`src/rtl/onchip_mem_arbiter.sv`:
```
// Two-requester arbiter in front of a single-port on-chip RAM with fixed read latency of one cycle.
// Define ONCHIP_ARB_ROUND_ROBIN_EN for round-robin tie-break; otherwise requester 0 always wins a tie.
module onchip_mem_arbiter #(
  parameter int ADDR_W = 16,
  parameter int DATA_W = 32,
  localparam int BE_W = DATA_W / 8
) (
  input  logic              clk,
  input  logic              reset_n,
  input  logic [ADDR_W-1:0] m0_address,
  input  logic [BE_W-1:0]   m0_byteenable,
  input  logic              m0_read,
  input  logic              m0_write,
  input  logic [DATA_W-1:0] m0_writedata,
  output logic              m0_waitrequest,
  output logic [DATA_W-1:0] m0_readdata,
  output logic              m0_readdatavalid,
  input  logic [ADDR_W-1:0] m1_address,
  input  logic [BE_W-1:0]   m1_byteenable,
  input  logic              m1_read,
  input  logic              m1_write,
  input  logic [DATA_W-1:0] m1_writedata,
  output logic              m1_waitrequest,
  output logic [DATA_W-1:0] m1_readdata,
  output logic              m1_readdatavalid,
  output logic [ADDR_W-1:0] mem_address,
  output logic [BE_W-1:0]   mem_byteenable,
  output logic              mem_chipselect,
  output logic              mem_write,
  output logic [DATA_W-1:0] mem_writedata,
  output logic              mem_clken,
  input  logic [DATA_W-1:0] mem_readdata
);

  logic              req0, req1;
  logic              gnt_valid, gnt_idx;
  logic              sel_read, sel_write;
  logic [ADDR_W-1:0] sel_addr, addr_q;
  logic [BE_W-1:0]   sel_be, be_q;
  logic [DATA_W-1:0] sel_wdata, wdata_q;
  logic              last_grant, rd_pend, rd_owner;

  assign req0 = m0_read | m0_write;
  assign req1 = m1_read | m1_write;

  // Handshake: a request is accepted in any cycle where it is asserted and its waitrequest is low.
  always_comb begin
    gnt_valid = reset_n & (req0 | req1);
    gnt_idx   = 1'b0;
    if (req0 && req1) begin
`ifdef ONCHIP_ARB_ROUND_ROBIN_EN
      gnt_idx = ~last_grant;
`else
      gnt_idx = 1'b0;
`endif
    end else begin
      gnt_idx = ~req0;
    end
  end

`ifndef ONCHIP_ARB_ROUND_ROBIN_EN
  // last_grant is still tracked but does not steer a fixed-priority build.
  logic unused_last_grant;
  assign unused_last_grant = last_grant;
`endif

  assign sel_read  = gnt_idx ? m1_read       : m0_read;
  assign sel_write = gnt_idx ? m1_write      : m0_write;
  assign sel_addr  = gnt_idx ? m1_address    : m0_address;
  assign sel_be    = gnt_idx ? m1_byteenable : m0_byteenable;
  assign sel_wdata = gnt_idx ? m1_writedata  : m0_writedata;

  assign m0_waitrequest = ~reset_n | (req0 & ~(gnt_valid & (gnt_idx == 1'b0)));
  assign m1_waitrequest = ~reset_n | (req1 & ~(gnt_valid & (gnt_idx == 1'b1)));

  // Address/data hold their last granted values while idle to avoid needless RAM input toggling.
  assign mem_address    = gnt_valid ? sel_addr  : addr_q;
  assign mem_byteenable = gnt_valid ? sel_be    : be_q;
  assign mem_writedata  = gnt_valid ? sel_wdata : wdata_q;
  assign mem_chipselect = gnt_valid;
  assign mem_write      = gnt_valid & sel_write;
  assign mem_clken      = reset_n;

  // Gating with reset_n drops a return that would land in a reset cycle.
  assign m0_readdatavalid = reset_n & rd_pend & (rd_owner == 1'b0);
  assign m1_readdatavalid = reset_n & rd_pend & (rd_owner == 1'b1);
  assign m0_readdata      = mem_readdata;
  assign m1_readdata      = mem_readdata;

  always_ff @(posedge clk) begin
    if (!reset_n) begin
      last_grant <= 1'b1;
      rd_pend    <= 1'b0;
      rd_owner   <= 1'b0;
      addr_q     <= '0;
      be_q       <= '0;
      wdata_q    <= '0;
    end else begin
      if (gnt_valid) begin
        last_grant <= gnt_idx;
        addr_q     <= sel_addr;
        be_q       <= sel_be;
        wdata_q    <= sel_wdata;
      end
      // A combined read+write executes as a write only, so it never returns data.
      rd_pend  <= gnt_valid & sel_read & ~sel_write;
      rd_owner <= gnt_idx;
    end
  end

endmodule

```
`config.mk`:
```
export PLATFORM = sky130hd
export DESIGN_NAME = onchip_mem_arbiter
export DESIGN_NICKNAME = d
export VERILOG_FILES = /design/src/rtl/onchip_mem_arbiter.sv
export SDC_FILE = /design/constraint.sdc
export NUM_CORES = 1
export LEC_CHECK = 0
export CAP_MARGIN = 40
export CORE_MARGIN = 8
export CORE_UTILIZATION = 34
export DETAILED_ROUTE_END_ITERATION = 8
export GPL_TIMING_DRIVEN = 0
export PLACE_DENSITY = 0.8
export RECOVER_POWER = 25
export SLEW_MARGIN = 20
export SYNTH_ARGS = -nofsm -noshare
export SYNTH_HDL_FRONTEND = slang
export SYNTH_SLANG_ARGS = --single-unit
```
`constraint.sdc`:
```
create_clock -name clk -period 1.41 [get_ports clk]
set_input_delay 0.141 -clock clk [delete_from_list [all_inputs] [get_ports clk]]
set_output_delay 0.141 -clock clk [all_outputs]
set_load 0.005 [all_outputs]
```
# == After elaboration in Yosys (flattened, before gate mapping) ==
# Index checks and enable logic that the tools add are counted.
# totals
latchBits,0
ramBits,0
inputBits,142
wordCells,38
n_memories,0
reg_bits,54
rom_bits,0
# op_classes
n_reduce_logical,1
n_shift,0
mux,9
eq_ne,0
div_mod_pow,0
n_bitwise,23
multipliers,0
order_cmp,0
addsub,0
# ops
cell,n
32-bit two-way mux,2
16-bit two-way mux,2
1-bit AND,11
4-bit two-way mux,2
1-bit NOT,7
1-bit OR,5
1-bit two-way mux,3
1-bit logical AND,1

# == Logic depth before layout (Yosys ltp) ==
# Gate-level depths: netlist of the first run.
# logic_depth
ltp_word,8
depth_mapped,6

# == Least setup slack after synthesis of the first run ==
# Ideal clock, no wire load.
# synth_timing
kind,input to register
start,input m0_write
end,register addr_q[10]
setup_time_ns,0.120
t_required_ns,1.290
stages,6
path_slack_ns,0.120
arrival_ns,1.170
path_buffers,4
cell_sequence,buf_4 > o41ai_4 > buf_6 > buf_8 > buf_8 > o2bb2ai_1
# synth_between
elab_chain_len,5
elab_cells_between_ends,8
classes_between,mux: 3; bitwise: 4; reduce/logical: 1
# synth_lines
element,line,rtl
start: declaration,13,"input logic m0_write,"
1-bit OR (*),43,assign req0 = m0_read | m0_write;
1-bit logical AND or 1-bit NOT (tied branches),"50, 57",
1-bit two-way mux,50,if (req0 && req1) begin
16-bit two-way mux,69,assign sel_addr = gnt_idx ? m1_address : m0_address;
16-bit two-way mux (*),-,
end signal: assignment,101,addr_q <= sel_addr;
end: declaration,38,"logic [ADDR_W-1:0] sel_addr, addr_q;"
# Every way passes the cells marked *; elsewhere a longest branch is shown, timed or not.
# A chain may end at the register's enable or synchronous reset.

# == Worst setup path in the final report of the first run ==
# layout_timing
start,input m1_write
end,output mem_writedata[13]
# layout_between
elab_chain_len,5
elab_cells_between_ends,7
classes_between,mux: 3; bitwise: 3; reduce/logical: 1
# layout_lines
element,line,rtl
start: declaration,21,"input logic m1_write,"
1-bit OR (*),44,assign req1 = m1_read | m1_write;
1-bit logical AND,50,
1-bit two-way mux,50,
32-bit two-way mux,71,assign sel_wdata = gnt_idx ? m1_writedata : m0_writedata;
32-bit two-way mux (*),-,
end: declaration,30,"output logic [DATA_W-1:0] mem_writedata,"
# Marked as above.

==> results by group, run 1 <==
Status
  – Status: finished, violations left
  – Failing checks: negative setup slack

Clock network
  – TritonCTS Buffers: 5
  – Clock-pin slew on the worst setup and hold paths: 0.09 ns
  – Clock root cell: clkbuf_8
  – TritonCTS clock tree: done
  – CTS hold repair buffers: 0
  – # clock sinks: 54
  – Clock latency on the worst-skew pair: 0.30 ns
  – Buffer depth of the longest clock path: 2
  – CTS H-tree depth: 2

Routing
  – Vias: 3642
  – Vias per Instance: 4.77
  – First DRT Iteration DRCs: 126
  – TritonRoute pass-1 iters: 4
  – Drt total wl: 13800 um
  – Post-route ant nets: 0
  – Wire per inst: 18.0 um
  – DRC violations left: 0

STA
  – RSZ-0062 raised after global routing: true
  – Final Max Tran Viols: 0
  – Achievable Freq: 665 MHz
  – Slew headroom: 79.8%
  – Final hold vios: 0
  – Worst Tran Pin Value: 0.295 ns
  – Setup Viol. Count Final: 45
  – Period minus WS final: 1.50 ns
  – Worst Setup Slack, final: -0.0927 ns
  – Hold_ws: 0.0393 ns
  – Final Cycle Share: 107%
  – Worst clock skew: 0 ns

Setup path
  – Most frequent cell on the critical path: buf_6
  – Crit path kind: in -> out
  – Cell family with most CP delay: buffers and inverters
  – Bufs and invs on worst path: 6
  – CP required: 1.27 ns
  – Crit path launch type: input pin
  – Worst setup EP type: primary output
  – Worst path cell trace: buf_8 > o41ai_4 > buf_4 > buf_6 > buf_6 > buf_6 > nand2_2 > o21ai_1 > buf_2
  – CP max stage delay: 0.32 ns
  – Worst-path fanout max: 5
  – Master of the slowest instance on the critical path: o41ai_4
  – Arrival @ worst endpoint: 1.36 ns

Global routing
  – Number of global-route vias before repair: 3802
  – Largest net degree at the start of global routing: 16
  – Gr usage total: 19.6%
  – Global-route wire length before repair: 20700 um
  – Initial antenna violation count: 0
  – GR Overflow Total: 0

Synthesis
  – Leading register cell type out of synthesis: dfxtp_1
  – Seq/Total Area, Yosys: 32.1%
  – Cells after Synth: 374
  – Dominant cell type by area after synthesis: dfxtp_1
  – Post-synth cell types: 19
  – Post-synth EDFFs: 0
  – Post-synth net total: 516
  – Synth top area share: 32.1%
  – Synth top cells by count: 73 x buf_4, 54 x dfxtp_1, 53 x nand2_1, 53 x o21ai_0, 52 x mux2i_1
  – #FFs+latches synth: 54
  – Synth Cell Area: 3370 um2
  – Most common cell in the netlist: buf_4
  – Post-synthesis async set-or-reset flop share: 0%
  – Dominant cells by area after synthesis: dfxtp_1 32%, buf_4 16%, mux2i_1 15%, o2bb2ai_1 11%, o21ai_0 7.9%
  – Synth warn: 0
  – Syn Area/Cell: 9.01 um2

Cells and area
  – Finished Cell Area: 6120 um2
  – Multi-input gate area: 1710 um2
  – Fill cell count: 852
  – Antenna Cells: 0
  – Layout area overhead: 81.6%
  – Register area: 1080 um2
  – Nets: 773
  – Fraction of layout instances using a drive strength above 1: 36.0%

Power and ir drop
  – Logic pwr share: 35.7%
  – Total internal power: 3.15 mW
  – Sequential Power Share: 39.8%
  – Clock network power share: 24.5%
  – Sw Pwr: 1.15 mW
  – Max rail drop VDD: 0.362 mV
  – P_leak: 2.61 nW
  – Switching share of power: 26.7%
  – Pwr/cell area: 703 nW/um2

Floorplan
  – Core area: 9680 um2
  – Initial core utilization: 34.8%
  – Io pins: 265
  – Row cnt: 36
  – DIE AREA: 13300 um2
  – Die height: 116 um
  – Die Span X: 116 um

Placement
  – Hpwl dp: 11300 um
  – Cell Area, Placed: 5840 um2
  – GPL Wtd Cong: 0.825
  – I/O Buffers: 230

Job
  – MaxCap Viol Count: 0

Min path
  – Hold Path Class: in -> reg
[power groups by stage]
stage          Combinational (mW)  Sequential, mW  Clock, mW
5_1_grt                      1.66            1.73       1.14
2_1_floorplan               0.590            1.72          0
6_report                     1.53            1.71       1.06
3_5_place_dp                 1.54            1.73          0
3_3_place_gp                 1.51            1.73          0
4_1_cts                      1.55            1.70       1.07
[cell families after synthesis]
kind of cell	after synthesis	synth area share [%]
buf+inv	99	21.0
flops	54	32.1
compound gates	108	24.2
mux	52	15.5
simple gates	61	7.24
[path summary, 6_finish.rpt]
path                                   from           endpoint  slack (ns)  cells past startpoint
worst min-delay path                m0_read           rd_owner        0.04                      2
worst min register to register  wdata_q[19]        wdata_q[19]        0.47                      1
worst max register to register  wdata_q[15]        wdata_q[15]        0.82                      1
worst max-delay path               m1_write  mem_writedata[13]       -0.09                      9
[flip-flops by register name, indices dropped and copies added, names as in the netlist]
signal    flops
addr_q       16
wdata_q      32
rd_pend       1
rd_owner      1
be_q          4
[routing by layer]
layer / GRT usage, % / part of all wire (%) / wire length, um / vias to the layer above
met3: 6.10 / 9.3 / 1280 / 9
met1: 20.9 / 37 / 5140 / 1712
li1: - / - / - / 1773
met2: 36.7 / 52 / 7230 / 148
met4: 4.29 / 0.94 / 129 / 0
met5: 0 / 0 / 0 / -
[area by class of cell]
type,instances,area share [%]
Sequential cell,54,17.7
Timing Repair Buffer,252,36.7
Multi-Input combinational cell,221,28.0
Clock buffer,6,1.35
Tap cell,133,2.72
Inverter,4,0.245
Buffer,93,12.8
Clock inverter,1,0.491
[through the flow]
stage               TNS, ns  total power, mW  setup WS, ns  util [%]  cells
global placement     -63.49             3.23        -0.875      60.3    737
global route          -5.09             4.52        -0.158      63.2    764
detailed placement   -65.42             3.27        -0.931      60.3    737
floorplan                 0             2.31         0.120         -    374
CTS                   -4.03             4.33        -0.154      62.9    763
finish                -1.59             4.30       -0.0927      63.2    764
[layout by cell type, fill, tap and decap left out, types with 18 or more instances in the layout]
master,netlist,final
o2bb2ai_1,43,43
buf_4,73,81
nand2_1,53,31
nand2_2,0,18
dlygate4sd3_1,0,27
dfxtp_1,54,54
clkdlybuf4s50_1,0,144
o21ai_1,0,41
mux2i_1,52,46
buf_2,13,63
[what timing repair did]
item	in CTS	in global routing
gates resized for setup	300	69
pin swaps	13	15
endpoints found under the setup margin	90	53
gates cloned	3	0
buffers inserted	16	4
(Power assumes the default switching activity.)
==> inputs of run 2 (changes only) <==
- ABC_CLOCK_PERIOD_IN_PS: default -> 1410
==> results of run 2 <==
Same layout as run 1: the final DEF is identical, and so are final timing and power.
==> inputs of run 3 (changes only) <==
- CORE_MARGIN: 8 -> 2
==> run 3 against run 2 <==
Against the previous run: the run still ends with negative setup slack left; sequential share of layout area down 0.45 points; maximum frequency is 0.17% lower; clock skew stayed put; design area rose by 2.6%; first-iteration DRC count shrank 29%; global-route usage grew 2.3 points; combinational power increased by 5%; highest routed layer unchanged; wire length decreased by 12%; register-to-register slack barely moved; non-clock buffer count increased by 1; clock power decreased by 22%; largest power group unchanged; sequential power barely moved.
==> results by group, run 3 (synthesis gave the netlist of run 1 again) <==
Job
  – MaxCap Viol Count: 0 (unchanged)

Routing
  – Wire per inst: 15.9 um (-12%)
  – Vias: 3649 (+0.19%)
  – First DRT Iteration DRCs: 89 (-29%)
  – Drt total wl: 12200 um (-12%)
  – TritonRoute pass-1 iters: 6 (+2)
  – WL met2: 6390 um (-12%)
  – Met3 wire length: 681 um (-47%)
  – DRC violations left: 0 (unchanged)
  – Highest Signal Layer: met4
  – Vias per Instance: 4.77 (about the same)
  – Post-route ant nets: 0 (unchanged)
  – WL met1: 4820 um (-6.2%)

Cells and area
  – Fill cell count: 835 (-2.0%)
  – Most frequent cells in the layout: 142 x clkdlybuf4s50_1, 83 x buf_4, 61 x buf_2
  – Top reg by flops: wdata_q
  – Leading cell type in the layout, fill and taps excluded: clkdlybuf4s50_1
  – Fraction of layout instances using a drive strength above 1: 40.0% (+4.1 points)
  – Layout area overhead: 86.4%
  – Fin cells: 765 (+0.13%)
  – Antenna Cells: 0 (unchanged)
  – Largest register FFs: 32 (unchanged)
  – Nets: 774 (+0.13%)
  – Largest registers: wdata_q (32), addr_q (16), be_q (4)

Setup path
  – Worst path cell trace: buf_8 > o41ai_4 > buf_4 > clkbuf_16 > buf_6 > nand2_1 > o21ai_0 > buf_2
  – Instance count on the critical path: 8 (-1)
  – CP max stage delay: 0.36 ns (+0.04 ns)
  – Worst-path fanout max: 5 (unchanged)
  – Bufs and invs on worst path: 5 (-1)
  – Worst setup EP type: primary output
  – Cell family with most CP delay: buffers and inverters
  – CP required: 1.27 ns (about the same)
  – Master of the slowest instance on the critical path: o41ai_4
  – Crit path launch type: input pin
  – R2R Path End: wdata_q[27]
  – Worst R2R Path Depth: 1 (unchanged)
  – Reg-to-reg slack, setup: 0.82 ns (about the same)
  – FF-to-FF Start: wdata_q[27]
  – Arrival @ worst endpoint: 1.36 ns (about the same)
  – Crit path kind: in -> out

Clock network
  – TritonCTS Buffers: 5 (unchanged)
  – Clock root cell: clkbuf_8
  – TritonCTS clock tree: done
  – CTS hold repair buffers: 0 (unchanged)
  – Clock-pin slew on the worst setup and hold paths: 0.10 ns (about the same)
  – CTS H-tree depth: 2 (unchanged)
  – Clock latency on the worst-skew pair: 0.30 ns (about the same)
  – Buffer depth of the longest clock path: 2 (unchanged)
  – # clock sinks: 54 (unchanged)

STA
  – RSZ-0062 raised after global routing: true
  – Final hold vios: 0 (unchanged)
  – Final Cycle Share: 107% (+0.18 points)
  – Period minus WS final: 1.51 ns (+0.00259 ns)
  – Worst clock skew: 0 ns (unchanged)
  – Final Max Tran Viols: 0 (unchanged)
  – Worst Setup Slack, final: -0.0953 ns (-0.00259 ns)
  – Worst Tran Pin Value: 0.345 ns (+0.0496 ns)
  – Setup Viol. Count Final: 47 (+4.4%)
  – Achievable Freq: 664 MHz (-0.17%)
  – Slew headroom: 76.4% (-3.4 points)

Global routing
  – Largest net degree at the start of global routing: 15 (-1)
  – GR Overflow Total: 0 (unchanged)
  – Global-route wire length before repair: 19400 um (-6.5%)
  – Gr usage total: 21.9% (+2.3 points)
  – Initial antenna violation count: 0 (unchanged)
  – Number of global-route vias before repair: 3784 (-0.47%)

Status
  – Failing checks: negative setup slack
  – Status: finished, violations left

Floorplan
  – Row cnt: 36 (unchanged)
  – Die Span X: 104 um (-10%)
  – DIE AREA: 10700 um2 (-20%)
  – Initial core utilization: 34.8% (unchanged)
  – Core area: 9680 um2 (unchanged)
  – Die height: 104 um (-10%)
  – Io pins: 265 (unchanged)

Min path
  – Hold-critical path depth: 2 (unchanged)
  – Hold Crit Endpoint: rd_owner
  – Hold wc startpoint: m0_read
  – Hold Path Class: in -> reg

Placement
  – Hpwl dp: 9290 um (-18%)
  – I/O Buffers: 230 (unchanged)
  – GPL Wtd Cong: 0.760 (-7.8%)
  – Placed insts: 737 (unchanged)

Power and ir drop
  – Pwr/cell area: 660 nW/um2 (-6.1%)
  – Max rail drop VDD: 0.383 mV (+6.0%)
  – P_leak: 2.70 nW (+3.2%)
  – Total Power: 4.14 mW (-3.7%)
run 3: routing by layer:
layer,up-vias,GRT usage (%)
met4,0,6.95
met5,-,0
li1,1775,-
met3,19,4.72
met1,1707,24.8
met2,148,40.8
run 3: worst max-delay path by stage:
stage                         to  slack, ns     start
4_1_cts        mem_writedata[13]      -0.11  m0_write
2_1_floorplan    mem_address[11]       0.12  m0_write
6_report       mem_writedata[22]       -0.1  m1_write
5_1_grt        mem_writedata[22]      -0.18  m1_write
3_5_place_dp     mem_address[11]      -0.93  m1_write
3_3_place_gp    mem_writedata[2]      -0.91  m1_write
run 3: final cells by class:
class	instances	area (um2)	share of cell area (%)
inverter	4	15.0	0.239
buffer	93	798	12.7
multi-input combinational	221	1840	29.3
clock buffer	7	76.3	1.22
timing repair buffer	253	2300	36.6
sequential	54	1080	17.2
tap	133	166	2.65
run 3: through the flow:
step	setup TNS (ns)	setup WS, ns	util [%]	hold slack, ns	area [um2]
finish	-2.80	-0.0953	64.8	0.0159	6280
detailed placement	-65.76	-0.928	60.3	0.388	5840
global route	-5.64	-0.176	64.8	0.0198	6280
CTS	-3.22	-0.115	62.0	0.0287	6010
global placement	-64.91	-0.907	60.3	0.385	5840
floorplan	0	0.120	-	0.331	3370
run 3: what timing repair did:
item                       4_1_cts  5_1_grt
setup endpoints to repair       98       53
cloned                           6        2
gates resized for setup        319       89
pin swaps                       29       25
buffers inserted                14        2
run 3: power breakdown:
group / switching, mW / internal [mW]
Sequential: 0.0795 / 1.64
Combinational: 0.609 / 0.989
Clock: 0.485 / 0.344
